--- src/rtl/vend_controller.sv ---
// Multi-product vending sequencer: coin credit, price/stock-checked selection,
// one-cycle vend strobe, then one change coin per cycle until credit is zero.
module vend_controller #(
    parameter int unsigned NUM_PROD   = 4,
    parameter int unsigned CREDIT_W   = 6,
    parameter int unsigned MAX_CREDIT = 40,
    parameter int unsigned PRICE0     = 15,
    parameter int unsigned PRICE1     = 20,
    parameter int unsigned PRICE2     = 25,
    parameter int unsigned PRICE3     = 30,
    parameter int unsigned STOCK_W    = 4,
    parameter int unsigned STOCK_INIT = 5
) (
    input  logic                clk,
    input  logic                rst,
    input  logic [1:0]          coin,
    input  logic                sel_valid,
    input  logic [1:0]          sel_id,
    input  logic                cancel,
    input  logic                refill,
    output logic                product_valid,
    output logic [1:0]          product_id,
    output logic                change_valid,
    output logic [1:0]          change_coin,
    output logic                coin_reject,
    output logic                sel_err,
    output logic                busy,
    output logic [CREDIT_W-1:0] credit,
    output logic [NUM_PROD-1:0] sold_out
);

    typedef enum logic [1:0] {
        ST_IDLE   = 2'd0,
        ST_CREDIT = 2'd1,
        ST_VEND   = 2'd2,
        ST_REFUND = 2'd3
    } state_e;

    localparam int unsigned SUM_W   = CREDIT_W + 1;
    localparam logic [1:0]  COIN_5  = 2'b01;
    localparam logic [1:0]  COIN_10 = 2'b10;

    function automatic logic [CREDIT_W-1:0] price_of(input logic [1:0] id);
        case (id)
            2'd0:    return CREDIT_W'(PRICE0);
            2'd1:    return CREDIT_W'(PRICE1);
            2'd2:    return CREDIT_W'(PRICE2);
            default: return CREDIT_W'(PRICE3);
        endcase
    endfunction

    state_e                            state_q, state_d;
    logic [CREDIT_W-1:0]               credit_q, credit_d;
    logic [NUM_PROD-1:0][STOCK_W-1:0]  stock_q, stock_d;
    logic [1:0]                        sel_q, sel_d;
    logic                              product_valid_q, product_valid_d;
    logic [1:0]                        product_id_q, product_id_d;
    logic                              change_valid_q, change_valid_d;
    logic [1:0]                        change_coin_q, change_coin_d;
    logic                              coin_reject_q, coin_reject_d;
    logic                              sel_err_q, sel_err_d;
    logic                              busy_q, busy_d;

    logic                coin_ok;
    logic [CREDIT_W-1:0] coin_amt;
    logic [SUM_W-1:0]    credit_sum;
    logic [CREDIT_W-1:0] sel_price;
    logic [CREDIT_W-1:0] vend_price;
    logic [CREDIT_W-1:0] change_amt;
    logic                sel_ok;

    // Decoded coin value and purchase eligibility for the current request
    always_comb begin
        coin_ok    = (coin == COIN_5) || (coin == COIN_10);
        coin_amt   = (coin == COIN_10) ? CREDIT_W'(10) :
                     (coin == COIN_5)  ? CREDIT_W'(5)  : '0;
        credit_sum = SUM_W'(credit_q) + SUM_W'(coin_amt);
        sel_price  = price_of(sel_id);
        vend_price = price_of(sel_q);
        sel_ok     = (stock_q[sel_id] != '0) && (credit_q >= sel_price);
        change_amt = (credit_q >= CREDIT_W'(10)) ? CREDIT_W'(10) : CREDIT_W'(5);
    end

    // Next-state, datapath and registered-output staging
    always_comb begin
        state_d         = state_q;
        credit_d        = credit_q;
        stock_d         = stock_q;
        sel_d           = sel_q;
        coin_reject_d   = 1'b0;
        sel_err_d       = 1'b0;
        product_valid_d = 1'b0;
        product_id_d    = '0;
        change_valid_d  = 1'b0;
        change_coin_d   = '0;
        busy_d          = 1'b0;

        case (state_q)
            ST_IDLE: begin
                if (coin_ok) begin
                    credit_d = coin_amt;
                    state_d  = ST_CREDIT;
                end
                if (refill) begin
                    stock_d = {NUM_PROD{STOCK_W'(STOCK_INIT)}};
                end
                sel_err_d = sel_valid;
            end
            ST_CREDIT: begin
                if (cancel) begin
                    state_d       = ST_REFUND;
                    coin_reject_d = coin_ok;
                end else if (sel_valid && sel_ok) begin
                    sel_d         = sel_id;
                    state_d       = ST_VEND;
                    coin_reject_d = coin_ok;
                end else begin
                    sel_err_d = sel_valid;
                    if (coin_ok) begin
                        if (credit_sum <= SUM_W'(MAX_CREDIT)) begin
                            credit_d = CREDIT_W'(credit_sum);
                        end else begin
                            coin_reject_d = 1'b1;
                        end
                    end
                end
            end
            ST_VEND: begin
                if (stock_q[sel_q] != '0) begin
                    stock_d[sel_q] = stock_q[sel_q] - STOCK_W'(1);
                end
                credit_d      = (credit_q >= vend_price) ? credit_q - vend_price : '0;
                state_d       = (credit_d != '0) ? ST_REFUND : ST_IDLE;
                coin_reject_d = coin_ok;
                sel_err_d     = sel_valid;
            end
            default: begin
                credit_d      = (credit_q >= change_amt) ? credit_q - change_amt : '0;
                state_d       = (credit_d == '0) ? ST_IDLE : ST_REFUND;
                coin_reject_d = coin_ok;
                sel_err_d     = sel_valid;
            end
        endcase

        // Outputs describe the cycle about to start, so they follow state_d/credit_d
        busy_d          = (state_d == ST_VEND) || (state_d == ST_REFUND);
        product_valid_d = (state_d == ST_VEND);
        product_id_d    = product_valid_d ? sel_d : '0;
        change_valid_d  = (state_d == ST_REFUND);
        change_coin_d   = !change_valid_d            ? 2'b00   :
                          (credit_d >= CREDIT_W'(10)) ? COIN_10 : COIN_5;
    end

    always_ff @(posedge clk or negedge rst) begin
        if (!rst) begin
            state_q         <= ST_IDLE;
            credit_q        <= '0;
            stock_q         <= {NUM_PROD{STOCK_W'(STOCK_INIT)}};
            sel_q           <= '0;
            product_valid_q <= 1'b0;
            product_id_q    <= '0;
            change_valid_q  <= 1'b0;
            change_coin_q   <= '0;
            coin_reject_q   <= 1'b0;
            sel_err_q       <= 1'b0;
            busy_q          <= 1'b0;
        end else begin
            state_q         <= state_d;
            credit_q        <= credit_d;
            stock_q         <= stock_d;
            sel_q           <= sel_d;
            product_valid_q <= product_valid_d;
            product_id_q    <= product_id_d;
            change_valid_q  <= change_valid_d;
            change_coin_q   <= change_coin_d;
            coin_reject_q   <= coin_reject_d;
            sel_err_q       <= sel_err_d;
            busy_q          <= busy_d;
        end
    end

    // Sold-out flags track the stock registers directly
    always_comb begin
        for (int i = 0; i < int'(NUM_PROD); i++) begin
            sold_out[i] = (stock_q[i] == '0);
        end
    end

    assign product_valid = product_valid_q;
    assign product_id    = product_id_q;
    assign change_valid  = change_valid_q;
    assign change_coin   = change_coin_q;
    assign coin_reject   = coin_reject_q;
    assign sel_err       = sel_err_q;
    assign busy          = busy_q;
    assign credit        = credit_q;

endmodule

--- config.mk ---
export PLATFORM = sky130hd
export DESIGN_NAME = vend_controller
export DESIGN_NICKNAME = d
export VERILOG_FILES = /design/src/rtl/vend_controller.sv
export SDC_FILE = /design/constraint.sdc
export NUM_CORES = 1
export LEC_CHECK = 0
export CORE_MARGIN = 2
export CORE_UTILIZATION = 57
export DETAILED_ROUTE_END_ITERATION = 6
export PLACE_DENSITY = 0.78
export SKIP_LAST_GASP = 1
export SLEW_MARGIN = 25
export SYNTH_ARGS = -nofsm -noshare
export SYNTH_HDL_FRONTEND = slang
export SYNTH_SLANG_ARGS = --single-unit
--- constraint.sdc ---
create_clock -name clk -period 8.01 [get_ports clk]
set_input_delay 1.602 -clock clk [delete_from_list [all_inputs] [get_ports clk]]
set_output_delay 1.602 -clock clk [all_outputs]
set_load 0.03 [all_outputs]
After elaboration in Yosys (flattened, before gate mapping)

Cells that the tools add are included.

Register bits after elaboration: 35
Input bits: 9
Output and inout port bits: 19
Logic and storage cells: 100

Add/sub/neg operators: 4
Magnitude comparators: 9
Eq/ne operators: 12
Muxes and demuxes: 43
Reductions and logical operators: 18

Operators with widths:

| operator             | count |
|---|---|
| $mux W6              | 7 |
| $mux W16             | 2 |
| $pmux W16 S2         | 1 |
| $pmux W5 S3          | 2 |
| $mux W2              | 11 |
| $mux W4              | 5 |
| $pmux W6 S3          | 1 |
| $bmux W4 S2          | 2 |
| $bwmux W16           | 1 |
| $logic_not A4 Y1     | 4 |
| $eq A2 B2 Y1 const B | 6 |
| $ge A6 B4 Y1 const B | 2 |
| $ge A6 B6 Y1         | 2 |
| $demux W4 S2         | 1 |
| $eq A2 B1 Y1 const B | 4 |
| $reduce_bool A4 Y1   | 2 |
| $add A6 B4 Y7        | 1 |
| $le A7 B6 Y1 const B | 1 |
| $mux W1              | 7 |
| $ge A6 B4 Y1         | 1 |
| $logic_not A2 Y1     | 3 |
| $logic_not A6 Y1     | 1 |
| $lt A2 B3 Y1 const B | 2 |
| $pmux W2 S3          | 1 |
| other kinds (12)     | 16 |

Longest topological paths before layout

Gate-level depths: netlist of run 1.

Depth after elaboration: 13
Gate-level depth with buffers: 16
Mapped depth without buffers: 14

Least setup slack after synthesis of run 1

OpenSTA, ideal clock, no wires.

Path type: input-to-reg
Start point: input port coin[0]
End point: register change_coin_q[0], in the netlist change_coin[0]
Setup time: 120 ps
Arrival time: 4,312 ps
Data required time: 7,890 ps
Slack: 3,579 ps
Stages on the path: 13
Path buffers: 1
Cells stage by stage: inv_1 -> ha_1 -> buf_2 -> xor2_1 -> ha_1 -> a21oi_1 -> mux2_4 -> a2111o_1 -> a311o_1 -> nand2_2 -> mux2i_1 -> o31ai_2 -> and3_1

Cells in the longest elaborated chain, start to end: 13
Elaborated cells on any way between the ends: 19
Those cells by class: add/sub: 1; order compare: 2; eq/ne: 3; mux: 12; reduce/logical: 1

Ends and longest elaborated chain:

| element              | RTL line | text |
|---|---|---|
| start, declared      | 16       | `input logic [1:0] coin,` |
| $eq A2 B1 Y1         | 74, 76   |  |
| $mux W3              | 76       | `(coin == COIN_5) ? CREDIT_W'(5) : '0;` |
| $mux W4              | 75       | `coin_amt = (coin == COIN_10) ? CREDIT_W'(10) :` |
| $add A6 B4 Y7        | 77       | `credit_sum = SUM_W'(credit_q) + SUM_W'(coin_amt);` |
| $le A7 B6 Y1         | 120      | `if (credit_sum <= SUM_W'(MAX_CREDIT)) begin` |
| $mux W6              | 120      |  |
| $mux W6              | 119      | `if (coin_ok) begin` |
| $mux W6              | 113      | `end else if (sel_valid && sel_ok) begin` |
| $mux W6              | 110      | `if (cancel) begin` |
| $pmux W6 S3          | 98       | `case (state_q)` |
| $ge A6 B4 Y1         | 151      | `(credit_d >= CREDIT_W'(10)) ? COIN_10 : COIN_5;` |
| $mux W2              | 151      |  |
| $mux W2 *            | 150      | `change_coin_d = !change_valid_d ? 2'b00 :` |
| via change_coin_d[0] | 59       | `logic [1:0] change_coin_q, change_coin_d;` |
| end signal, assigned | 175      | `change_coin_q <= change_coin_d;` |
| end, declared        | 59       |  |

The timed path passes the listed nets; every way through them passes the cells marked *.
A chain may end at the register's enable or synchronous reset.

Worst setup path after layout of run 1

Start point: input port coin[0]
End point: register change_coin_q[0], in the netlist change_coin[0]

Cells in the longest elaborated chain, start to end: 13
Elaborated cells on any way between the ends: 19
Those cells by class: add/sub: 1; order compare: 2; eq/ne: 3; mux: 12; reduce/logical: 1

Ends and longest elaborated chain:

| element              | RTL line | text |
|---|---|---|
| $eq A2 B1 Y1         | 74, 76   |  |
| $mux W3              | 76       |  |
| $mux W4              | 75       |  |
| $add A6 B4 Y7        | 77       |  |
| $le A7 B6 Y1         | 120      |  |
| $mux W6              | 120      |  |
| $mux W6              | 119      |  |
| $mux W6              | 113      |  |
| $mux W6              | 110      |  |
| $pmux W6 S3 *        | 98       |  |
| via credit_d[2]      | 53       | `logic [CREDIT_W-1:0] credit_q, credit_d;` |
| $ge A6 B4 Y1 *       | 151      |  |
| $mux W2 *            | 151      |  |
| $mux W2 *            | 150      |  |
| via change_coin_d[0] | 59       |  |

Marked as above.

==> metrics.txt, run 1 <==
sequential area share after synthesis=0.285; Worst-Margin Slew=0.631 ns; vias per inst=6.46; top fanout value on the critical path=8; YS warnings=0; layout cells sized above 1=0.144; Mapped Nets=370; FILL cells=418; CP arrival=5.11 ns; met1 Usage GRT=0.372; vias in the first global route=2693; area delta synth->final=11.4%; Root Driver=clkbuf_8; skew final=0.0102 ns; Hold Violations, Final=0; net load switching power=0.000779 W; commonest non-fill, non-tap cells in the layout=ha_1, dfrtp_1, clkdlybuf4s50_1, inv_1, nor2_1; RSZ-0062 raised after global routing=false; cell breakdown of the critical path=clkdlybuf4s50_1 -> inv_1 -> ha_1 -> xor2_1 -> ha_1 -> a21oi_1 -> mux2_4 -> a2111o_1 -> a311o_1 -> nand2_2 -> o211ai_2 -> o31ai_2 -> and3_1; part of the power in registers=0.247; Mapped Cells=332; Remaining Overflow, GRT=0; Clk Latency, worst-skew pair=just under 0.3 ns; worst vdd ir=between 200 and 300 uV; Power per Cell Area=approximately 450 nW/um^2; first-pass GRT wire length=12700 um; clk sink count=35; WL/cell=17.8 um; initial core utilization=0.601; CTS max path bufs=2; Final GP Congestion=0.938; initial antenna violation count=0; die span in y=77.8 um; Switching Fraction=0.503; routed wire length=7570 um; Synth Register Bits=35; grt met3 use=0.0581; post-place instance area=3370 um^2; Final Cell Area=approximately 3500 um^2; Post-synth top flop=dfrtp_1; CP max stage delay=0.51 ns; final core occ=0.669; CTS tree=yes; fin crit period=4.88 ns; met2 usage=0.404; Async S/R FF share, synth=1.00; Slowest-stage cell, CP=clkdlybuf4s50_1; Setup CP Type=in2reg; post-cts sizing count=0; critical path data required time=8.24 ns; dpl hpwl=5650 um; Final Max Slew Viols=0; Num CTS Buffers=5; ant diodes=0; largest net degree at the start of global routing=36; DR iter-0 viols=238; Die W=77.8 um; fin nets=392; Max Freq=0.205 GHz; DRT antenna net count=0; period utilisation layout=0.610; core area=5170 um^2; DRC Markers=0; Core Rows=26; Worst-path clk slew=0.07 ns; syn_area_per_cell=about 9.4 um^2; total number of vias=2746; setup bufs post-CTS=0; Worst Hold Class=reg2reg; P_int=0.000770 W; die area=6060 um^2; IO Count=28; Clock power frac=0.085; total negative slack=0 ns; status=completed; First-pass DRT Iterations=7; number of port buffers=27; Post-synth EDFFs=0; CP Capture Type=flip-flop; area of the mapped netlist=~3100 um^2; Pleak=1.45 nW; GRT busiest layer=met2; distinct cell type count after synthesis=75; Hold Buf Count CTS=0; max_slew headroom=0.576; Worst setup SP type=primary input; combinational power share=0.668; max cap viols=0; CP dominant cell by count=ha_1; htree depth=2; GRT Util Overall=0.265; Final setup viols=0
-- critical path: cells and delay by family --
| kind | cells | cell delay [ns] |
|---|---|---|
| buffers and inverters | 2 | 0.58 |
| adders and majority gates | 2 | 0.54 |
| muxes | 1 | 0.35 |
| xor gates and xnor gates | 1 | 0.18 |
| and+or+nand+nor | 2 | 0.32 |
| AOI/OAI and AO/OA | 5 | 1.54 |
-- stage by stage --
| stage | total power (W) | cells | hold WS, ns | setup WS [ns] |
|---|---|---|---|---|
| after floorplan | 0.00116 | 332 | 0.484 | 3.58 |
| after global placement | 0.00137 | 417 | 0.524 | 2.94 |
| after detailed placement | 0.00139 | 417 | 0.524 | 2.84 |
| after CTS | 0.00153 | 425 | 0.544 | 3.14 |
| after global routing | 0.00168 | 425 | 0.566 | 2.92 |
| final | 0.00155 | 425 | 0.551 | 3.13 |
-- synth_stat cells (2+ instances only) --
cell	count	area, um^2
nor2b_1	7	43.8
o21ai_1	2	10.0
nand3_1	9	45.0
xnor2_1	6	52.6
nand2b_1	3	18.8
mux2i_1	5	50.1
o211ai_1	5	37.5
or3_1	2	12.5
a22o_1	8	70.1
a21oi_1	21	105
a31oi_1	3	18.8
nand4b_1	2	17.5
nand3b_1	3	22.5
nand4_1	3	18.8
o2111ai_1	3	26.3
a211o_1	3	26.3
o21ai_0	15	75.1
o21bai_1	2	15.0
nor2_1	22	82.6
and2_1	5	31.3
fa_1	2	40.0
buf_6	2	22.5
or2_2	2	12.5
and3_1	4	25.0
a21o_2	2	17.5
o21a_2	2	17.5
o22ai_1	2	12.5
o21a_1	5	37.5
dfrtp_1	27	676
xor2_1	5	43.8
a311o_1	2	20.0
ha_1	27	338
nand2_1	15	56.3
mux4_2	5	113
nor4_1	6	37.5
inv_1	22	82.6
a41oi_1	2	17.5
nor3_1	11	55.1
a311oi_1	3	26.3
dfstp_2	8	210
mux2_2	9	101
clkbuf_1	5	18.8
clkbuf_8	2	27.5
buf_4	2	15.0
-- per-layer routing --
layer  vias up  part of all wire
met5         -                 0
li1       1293                 -
met1      1301              0.45
met4         0             0.019
met2       131              0.45
met3        21             0.087
-- cells by family (layout without fill, tap and decap cells) --
family                     after synthesis  count (layout)  synth area share
and+or+nand+nor                        103             103             0.180
buffers and inverters                   36              59            0.0612
xor gates and xnor gates                11              11            0.0310
DFF                                     35              35             0.285
muxes                                   20              20            0.0898
AOI/OAI and AO/OA                       98              98             0.231
adders and majority gates               29              29             0.122
-- final cells by class --
type / instances / area [um^2] / share of cell area
clock inverters: 1 / 5.00 / 0.00145
repair buffers: 28 / 278 / 0.0803
multi-input cells: 261 / 2030 / 0.587
clock buffers: 7 / 86.3 / 0.0249
well taps: 70 / 87.6 / 0.0253
flip-flops and latches: 35 / 886 / 0.256
inverters: 23 / 86.3 / 0.0249
-- power by group through the flow --
| stage | combinational [W] | clock (W) | sequential (W) |
|---|---|---|---|
| after floorplan | 0.000797 | 0 | 0.000360 |
| after global placement | 0.000994 | 0 | 0.000379 |
| after detailed placement | 0.00101 | 0 | 0.000380 |
| after CTS | 0.00102 | 0.000134 | 0.000377 |
| after global routing | 0.00114 | 0.000142 | 0.000396 |
| final | 0.00103 | 0.000131 | 0.000383 |
-- flip-flops by register name (all words and copies together), names as in the netlist --
signal         cells
sel_q              2
change_coin        2
product_valid      1
credit             6
product_id         2
coin_reject        1
stock_q           16
state_q            2
busy               1
change_valid       1
sel_err            1
-- final timing paths --
kind                            start             end  slack, ns  depth (start not counted)
max                           coin[0]  change_coin[0]       3.13                         13
min                        stock_q[1]      stock_q[1]       0.55                          1
max reg2reg                 credit[5]  change_coin[0]       4.51                         14
min reg2reg                stock_q[1]      stock_q[1]       0.55                          1
max in group asynchronous         rst     stock_q[10]       5.95                          2
min in group asynchronous         rst        sel_q[1]       1.71                          2
(Power assumes the default switching activity.)
==> run 2: changes to the inputs <==
==> constraint.sdc (replaced) <==
create_clock -name clk -period 4.7 [get_ports clk]
set_input_delay 0.94 -clock clk [delete_from_list [all_inputs] [get_ports clk]]
set_output_delay 0.94 -clock clk [all_outputs]
set_load 0.03 [all_outputs]
==> metrics.txt, run 2 (synthesis gave the netlist of run 1 again) <==
clk sink count=35; max reg flops=16; DR iter-0 viols=305; DRT antenna net count=0; top fanout value on the critical path=8; DRC Markers=0; core area=5170 um^2; initial antenna violation count=0; RSZ-0062 raised after global routing=false; Hold Violations, Final=0; total number of vias=2779; Remaining Overflow, GRT=0; R2R setup slack=1.23 ns; post-cts sizing count=0; Final setup viols=0; status=completed; htree depth=2; Worst-Margin Slew=0.723 ns; GRT Util Overall=0.266; First-pass DRT Iterations=5; final cell count without fillers=roughly 430; Worst Hold Class=reg2reg; layout cells sized above 1=0.156; first-pass GRT wire length=between 10000 and 15000 um; period utilisation layout=0.882; max_slew headroom=0.514; final core occ=0.679; largest net degree at the start of global routing=36; vias in the first global route=2636; Met3 Wirelength=approximately 650 um; Setup CP Type=in2reg; Final Max Slew Viols=0; Worst-path clk slew=0.07 ns; WL/cell=18.0 um; Pleak=roughly 1.5 nW; area delta synth->final=13.0%; fin nets=396; Num CTS Buffers=5; dpl hpwl=between 5000 and 6000 um; die area=slightly above 6000 um^2; Final GP Congestion=0.914; worst vdd ir=~530 uV; vias per inst=around 6.5; number of port buffers=27; CTS tree=yes; met1 wire length=roughly 3500 um; Top Metal Used=met4; IO Count=28; Clk Latency, worst-skew pair=0.29 ns; skew final=approximately 0.011 ns; Hold Buf Count CTS=0; Core Rows=26; Worst setup SP type=primary input; CTS max path bufs=2; Die W=77.8 um; CP arrival=4.37 ns; metal2 WL=3500 um; ant diodes=0; fin crit period=4.15 ns; commonest non-fill, non-tap cells in the layout=ha_1, dfrtp_1, clkdlybuf4s50_1, inv_1, nor2_1; initial core utilization=0.601; total negative slack=0 ns; critical path data required time=4.93 ns; Root Driver=clkbuf_8; CP Capture Type=flip-flop; routed wire length=7710 um; die span in y=77.8 um; setup bufs post-CTS=0; post-placement cell count=421; largest register by flop count=stock_q; Max Freq=0.241 GHz; max cap viols=0; Power per Cell Area=774 nW/um^2
[run 2: cell count changes in the layout (fill, tap and decap cells not counted)]
| cell | before | now |
|---|---|---|
| clkbuf_1 | 1 | 0 |
| clkbuf_8 | 6 | 5 |
| clkinv_4 | 0 | 1 |
| bufinv_16 | 0 | 1 |
| buf_4 | 1 | 5 |
[run 2: worst paths after layout]
| check | start | endpoint | cells after the start |
|---|---|---|---|
| setup / recovery | coin[0] | change_coin[0] | 14 |
| hold / removal | stock_q[15] | stock_q[15] | 1 |
| setup reg to reg | credit[5] | change_coin[0] | 15 |
| hold reg to reg | stock_q[15] | stock_q[15] | 1 |
| max in group asynchronous | rst | stock_q[10] | 2 |
| min in group asynchronous | rst | product_id[0] | 2 |
[run 2: stage by stage]
step           worst slack [ns]  power, W  cell area [um^2]  hold WS [ns]
2_1_floorplan             0.931   0.00197              3110         0.484
4_1_cts                   0.597   0.00269              3510         0.544
6_report                  0.554   0.00272              3510         0.544
3_5_place_dp              0.273   0.00241              3400         0.523
3_3_place_gp              0.413   0.00237              3400         0.529
5_1_grt                   0.248   0.00293              3510         0.576
[run 2: area by class of cell]
| class | count | area, um^2 |
|---|---|---|
| Clock buffer | 5 | 68.8 |
| Clock inverter | 3 | 43.8 |
| Fill cell | 423 | 1660 |
| Inverter | 23 | 86.3 |
| Multi-Input combinational cell | 261 | 2030 |
| Sequential cell | 35 | 886 |
| Tap cell | 70 | 87.6 |
| Timing Repair Buffer | 32 | 308 |
[run 2: power by group]
group / internal (W) / switching, W / total, W
combinational: 0.000780 / 0.00107 / 0.00185
clock: 0.000158 / 0.000114 / 0.000272
sequential: 0.000434 / 0.000163 / 0.000597
total: 0.00137 / 0.00135 / 0.00272
[run 2: layer usage]
metal	vias up	global-route usage
met2	132	0.414
met4	0	0.0714
li1	1292	-
met5	-	0
met3	16	0.0488
met1	1339	0.381
[run 2: critical path, cell delays in order]
cell	delay, ns
clkdlybuf4s50_1	0.45
inv_1	0.11
ha_1	0.33
xor2_1	0.20
ha_1	0.19
a21o_2	0.10
a211oi_1	0.08
nor3_1	0.64
nand4_1	0.22
a311o_1	0.39
nand2_2	0.13
o211ai_2	0.12
o31ai_2	0.29
and3_1	0.20
==> run 3: changes to the inputs <==
==> constraint.sdc (replaced) <==
create_clock -name clk -period 4.8 [get_ports clk]
set_input_delay 0.96 -clock clk [delete_from_list [all_inputs] [get_ports clk]]
set_output_delay 0.96 -clock clk [all_outputs]
set_load 0.03 [all_outputs]
==> metrics.txt, run 3 (synthesis gave the netlist of run 1 again) <==
status=completed; Final Max Slew Viols=0; CP Capture Type=flip-flop; R2R depth=11; Max Freq=0.236 GHz; Worst-Margin Slew=0.726 ns; worst r2r src=sel_q[0]; Final Cell Area=3500 um^2; Num CTS Buffers=5; commonest non-fill, non-tap cells in the layout=ha_1, dfrtp_1, clkdlybuf4s50_1, inv_1, nor2_1; IO Count=28; critical path data required time=5.03 ns; Die W=slightly below 80 um; post-cts sizing count=0; Worst R2R End=change_coin[0]; CTS tree=yes; Worst Hold Class=reg2reg; P_int=0.00134 W; total number of vias=2771; Hold Violations, Final=0; max cap viols=0; area delta synth->final=12.5%; number of port buffers=27; CTS max path bufs=2; Remaining Overflow, GRT=0; period utilisation layout=0.882; die span in y=77.8 um; max reg flops=16; vias in the first global route=2592; RSZ-0062 raised after global routing=false; dpl hpwl=5850 um; total negative slack=0 ns; die area=6060 um^2; combinational power share=0.674; max_slew headroom=0.512; first-pass GRT wire length=12500 um; initial antenna violation count=0; vias per inst=6.49; multi-input logic area=~2000 um^2; flip-flop and latch area=a little under 900 um^2; clk sink count=35; Final setup viols=0; Pleak=1.47 nW; largest net degree at the start of global routing=36; post-place instance area=3380 um^2; fin nets=394; setup bufs post-CTS=0; Clk Latency, worst-skew pair=0.29 ns; core area=5170 um^2; ant diodes=0; DR iter-0 viols=237; initial core utilization=0.601; Root Driver=clkbuf_8; Worst-path clk slew=0.07 ns; part of the power in registers=0.227; DRC Markers=0; worst setup path end=change_coin[0]; GRT Util Overall=0.263; net load switching power=0.00132 W; Core Rows=26; CP arrival=around 4.5 ns; FILL cells=414; skew final=around 0.0072 ns; First-pass DRT Iterations=5; DRT antenna net count=0; Switching Fraction=0.498; top fanout value on the critical path=8; Clock power frac=0.099; Power per Cell Area=~760 nW/um^2; Setup crit start=coin[0]; largest register by flop count=stock_q; R2R setup slack=~1.3 ns; Worst setup SP type=primary input; htree depth=2; worst vdd ir=458 uV; Setup CP Type=in2reg; WL/cell=18.1 um; routed wire length=7710 um; Final GP Congestion=0.924; fin crit period=4.23 ns; Hold Buf Count CTS=0; layout cells sized above 1=0.151
-- run 3: cell count changes in the layout (fill, tap and decap cells not counted), sizes merged --
| cell | previous run | this run |
|---|---|---|
| buf | 5 | 3 |
-- run 3: worst min-delay path by stage --
stage                start           to  slack, ns  cells after the start
2_1_floorplan   stock_q[5]   stock_q[5]       0.48                      1
3_3_place_gp    stock_q[9]   stock_q[9]       0.53                      1
3_5_place_dp   stock_q[13]  stock_q[13]       0.53                      1
4_1_cts        stock_q[13]  stock_q[13]       0.55                      1
5_1_grt        stock_q[15]  stock_q[15]       0.57                      1
6_report       stock_q[13]  stock_q[13]       0.54                      1
-- run 3: worst max-delay path, stage by stage --
cell and delay, ns:
clkdlybuf4s50_1 0.51, inv_1 0.08, ha_1 0.31, xor2_1 0.18, ha_1 0.23, a21oi_1 0.32
mux2_4 0.34, a2111o_1 0.43, a311o_1 0.39, nand2_2 0.13, o211ai_2 0.12, o31ai_2 0.29
and3_1 0.18
-- run 3: area by class of cell --
type	count	area share
Multi-Input combinational cell	261	0.581
Sequential cell	35	0.253
Timing Repair Buffer	30	0.0837
Tap cell	70	0.0250
Inverter	23	0.0247
Clock buffer	5	0.0197
Clock inverter	3	0.0125
-- run 3: metrics by stage --
step / std cells / total power, W / utilization / hold WS, ns / setup slack (ns)
6_report: 427 / 0.00266 / 0.676 / 0.544 / 0.566
2_1_floorplan: 332 / 0.00193 / - / 0.484 / 1.01
5_1_grt: 427 / 0.00286 / 0.676 / 0.568 / 0.372
3_3_place_gp: 419 / 0.00231 / 0.654 / 0.529 / 0.375
3_5_place_dp: 419 / 0.00236 / 0.654 / 0.527 / 0.274
4_1_cts: 427 / 0.00264 / 0.676 / 0.547 / 0.586
-- run 3: metal layers --
layer / global-route usage / share of wire / vias to the layer above
met4: 0.0821 / 0.019 / 0
met2: 0.394 / 0.45 / 143
met3: 0.0395 / 0.075 / 19
met5: 0 / 0 / -
li1: - / - / 1299
met1: 0.390 / 0.46 / 1310
-- run 3: power by group through the flow --
stage	Clock, W	Sequential [W]	Combinational (W)
final	0.000263	0.000604	0.00179
after detailed placement	0	0.000605	0.00175
after floorplan	0	0.000600	0.00133
after global routing	0.000280	0.000623	0.00196
after global placement	0	0.000601	0.00171
after CTS	0.000270	0.000600	0.00177
==> edit: new RTL, config.mk and constraints of run 2 <==
Set the parameter `STOCK_W` to 6 (it was 4).
--- a/src/rtl/vend_controller.sv
+++ b/src/rtl/vend_controller.sv
@@ -10,3 +10,3 @@
     parameter int unsigned PRICE3     = 30,
-    parameter int unsigned STOCK_W    = 4,
+    parameter int unsigned STOCK_W    = 6,
     parameter int unsigned STOCK_INIT = 5
Behaviour: no difference found for any inputs over 10 cycles, from zero or initial values and one cycle with rst low; that may be too few to reach the edited logic, so the function may still have changed.
==> edit against run 2 <==
Cell area up 7.0%; clock power down 11%; sequential cell count up 7; total power down 6.1%; worst hold slack worse by 0.021 ns; utilization down 3.7 points; synthesized area up 9.1%; wire length up 3.0%; setup slack better by 0.12 ns; critical path type unchanged; critical endpoint is now change_coin[1]; largest power group unchanged.
==> edit: results (changes against run 2) <==
----------------------------------------------------
[Placed design]
  Instance area at placement ... 0.00366 mm2 (was 0.00340 mm2)
  HPWL reported at the end of detailed placement ... 6080 um (was 5900 um)

[Synth]
  Ranking of synthesized cells by instance count ... 41 x sky130_fd_sc_hd__nand2_1, 34 x sky130_fd_sc_hd__dfrtp_1, 27 x sky130_fd_sc_hd__ha_1, 27 x sky130_fd_sc_hd__nor2_1 (was 27 x sky130_fd_sc_hd__dfrtp_1, 27 x sky130_fd_sc_hd__ha_1, 22 x sky130_fd_sc_hd__inv_1, 22 x sky130_fd_sc_hd__nor2_1, 21 x sky130_fd_sc_hd__a21oi_1)
  Xor/xnor cell area share of the yosys netlist ... 2.80% (was 3.10%)
  Most area-consuming cells after synthesis ... sky130_fd_sc_hd__dfrtp_1 25%, sky130_fd_sc_hd__ha_1 10%, sky130_fd_sc_hd__dfstp_2 6.2% (was sky130_fd_sc_hd__dfrtp_1 22%, sky130_fd_sc_hd__ha_1 11%, sky130_fd_sc_hd__dfstp_2 6.8%)
  Compound-cell area share of the yosys netlist ... 18.9% (was 23.1%)
  Sequential share of the synthesized area ... 31.3% (was 28.5%)
  Proportion of synthesized area in mux cells ... 9.70% (was 8.98%)
  Synthesized Nets ... 406 (was 370)
  Adder-cell share of the synthesized area ... 11.1% (was 12.2%)
  Unique masters post-synth ... 69 (was 75)

[Power and ir drop]
  Leakage power summed over all cells ... 0.00165 uW (was 0.00148 uW)
  Worst vdd rail ir drop ... 322 uV (was 533 uV)

[Hold path]
  Hold Crit Endpoint ... stock_q[10] (was stock_q[15])
  Worst hold path startpoint ... stock_q[10] (was stock_q[15])

[STA]
  Headroom to the max-slew limit ... 55.9% (was 51.4%)
  Worst clock skew ... 0.00270 ns (was 0.0107 ns)

[Setup path]
  Cell family contributing the most delay on the critical path ... compound AO/OA/AOI/OAI gates (was simple AND/OR/NAND/NOR gates)
  Maximum single-stage delay on the critical path ... 0.51 ns (was 0.64 ns)
  CP max-delay cell ... sky130_fd_sc_hd__clkdlybuf4s50_1 (was sky130_fd_sc_hd__nor3_1)
  FF-to-FF path depth ... 14 (was 15)
  Worst reg-to-reg setup slack ... 1.19 ns (was 1.23 ns)

[Global route]
  Wire length of the first global-routing pass ... 12900 um (was 12700 um)
  Largest net degree at the start of global routing ... 43 (was 36)
  Number of global-route vias before repair ... 2783 (was 2636)
  Total global-route track usage ... 25.9% (was 26.6%)

[Final layout]
  Max FFs per register ... 24 (was 16)
  Share of cells above drive strength 1 ... 13.7% (was 15.6%)
  Nets ... 425 (was 396)
  Filler instances ... 476 (was 423)

[Drt]
  Average detailed-routed wire length per instance ... 17.1 um (was 18.0 um)
  Mean number of vias per cell ... 6.09 (was 6.48)
  Drt initial violations ... 232 (was 305)

[Outcome]
  Status ... complete, no violations (unchanged)

----------------------------------------------------
-- edit: changes by cell type after synthesis, moves of 7 or more --
cell	run 2	this run
sky130_fd_sc_hd__a22o_1	8	1
sky130_fd_sc_hd__o21ai_1	2	10
sky130_fd_sc_hd__nand2_1	15	41
sky130_fd_sc_hd__dfrtp_1	27	34
sky130_fd_sc_hd__o21ai_0	15	24
sky130_fd_sc_hd__a21oi_1	21	12
-- edit: worst max-delay path by stage --
| stage | from | end | slack (ns) |
|---|---|---|---|
| after global routing | coin[1] | change_coin[1] | 0.49 |
| after floorplan | coin[0] | change_coin[1] | 1.02 |
| after detailed placement | coin[1] | change_coin[1] | 0.38 |
| after global placement | coin[1] | change_coin[1] | 0.46 |
| final | coin[1] | change_coin[1] | 0.67 |
| after CTS | coin[1] | change_coin[1] | 0.70 |
-- edit: worst reg2reg max path, delay by kind of cell, from the launching register on --
family,cells,cell delay [ns]
AO/OA/AOI/OAI,7,1.10
adder cells (fa/ha/maj),2,0.63
buffers and inverters,1,0.11
flip-flops,1,0.77
multiplexers,1,0.35
AND/OR/NAND/NOR,3,0.45
-- edit: cells by family (layout without fill, tap and decap cells) --
kind of cell / after synthesis / in the layout
AOI/OAI and AO/OA: 90 / 90
xor gates and xnor gates: 10 / 10
adders and majority gates: 29 / 29
buffers and inverters: 43 / 63
DFF: 42 / 42
muxes: 22 / 22
and+or+nand+nor: 132 / 132
-- edit: cell type report --
cell class	instances	area, um2	area share, %
Inverter	25	93.8	2.50
Tap cell	75	93.8	2.50
Clock inverter	2	12.5	0.333
Multi-Input combinational cell	283	2120	56.5
Timing Repair Buffer	30	290	7.73
Sequential cell	42	1060	28.2
Clock buffer	6	82.6	2.20
-- edit: report_power, final --
| part | internal (uW) | switching (uW) |
|---|---|---|
| registers | 477 | 180 |
| clock network | 118 | 124 |
| logic | 731 | 921 |
| total | 1330 | 1230 |
-- edit: layer usage --
metal / routed length, um / share of wire [%] / global-route usage [%]
met1: 3350 / 42 / 31.8
met5: 0 / 0 / 0
met2: 4010 / 51 / 45.0
met4: 203 / 2.6 / 9.83
met3: 375 / 4.7 / 4.78
-- edit: stage by stage --
step	setup WS (ns)	instances	power [uW]
floorplan	1.02	368	1900
global placement	0.459	455	2270
detailed placement	0.377	455	2300
CTS	0.696	463	2550
global route	0.487	463	2770
finish	0.670	463	2550
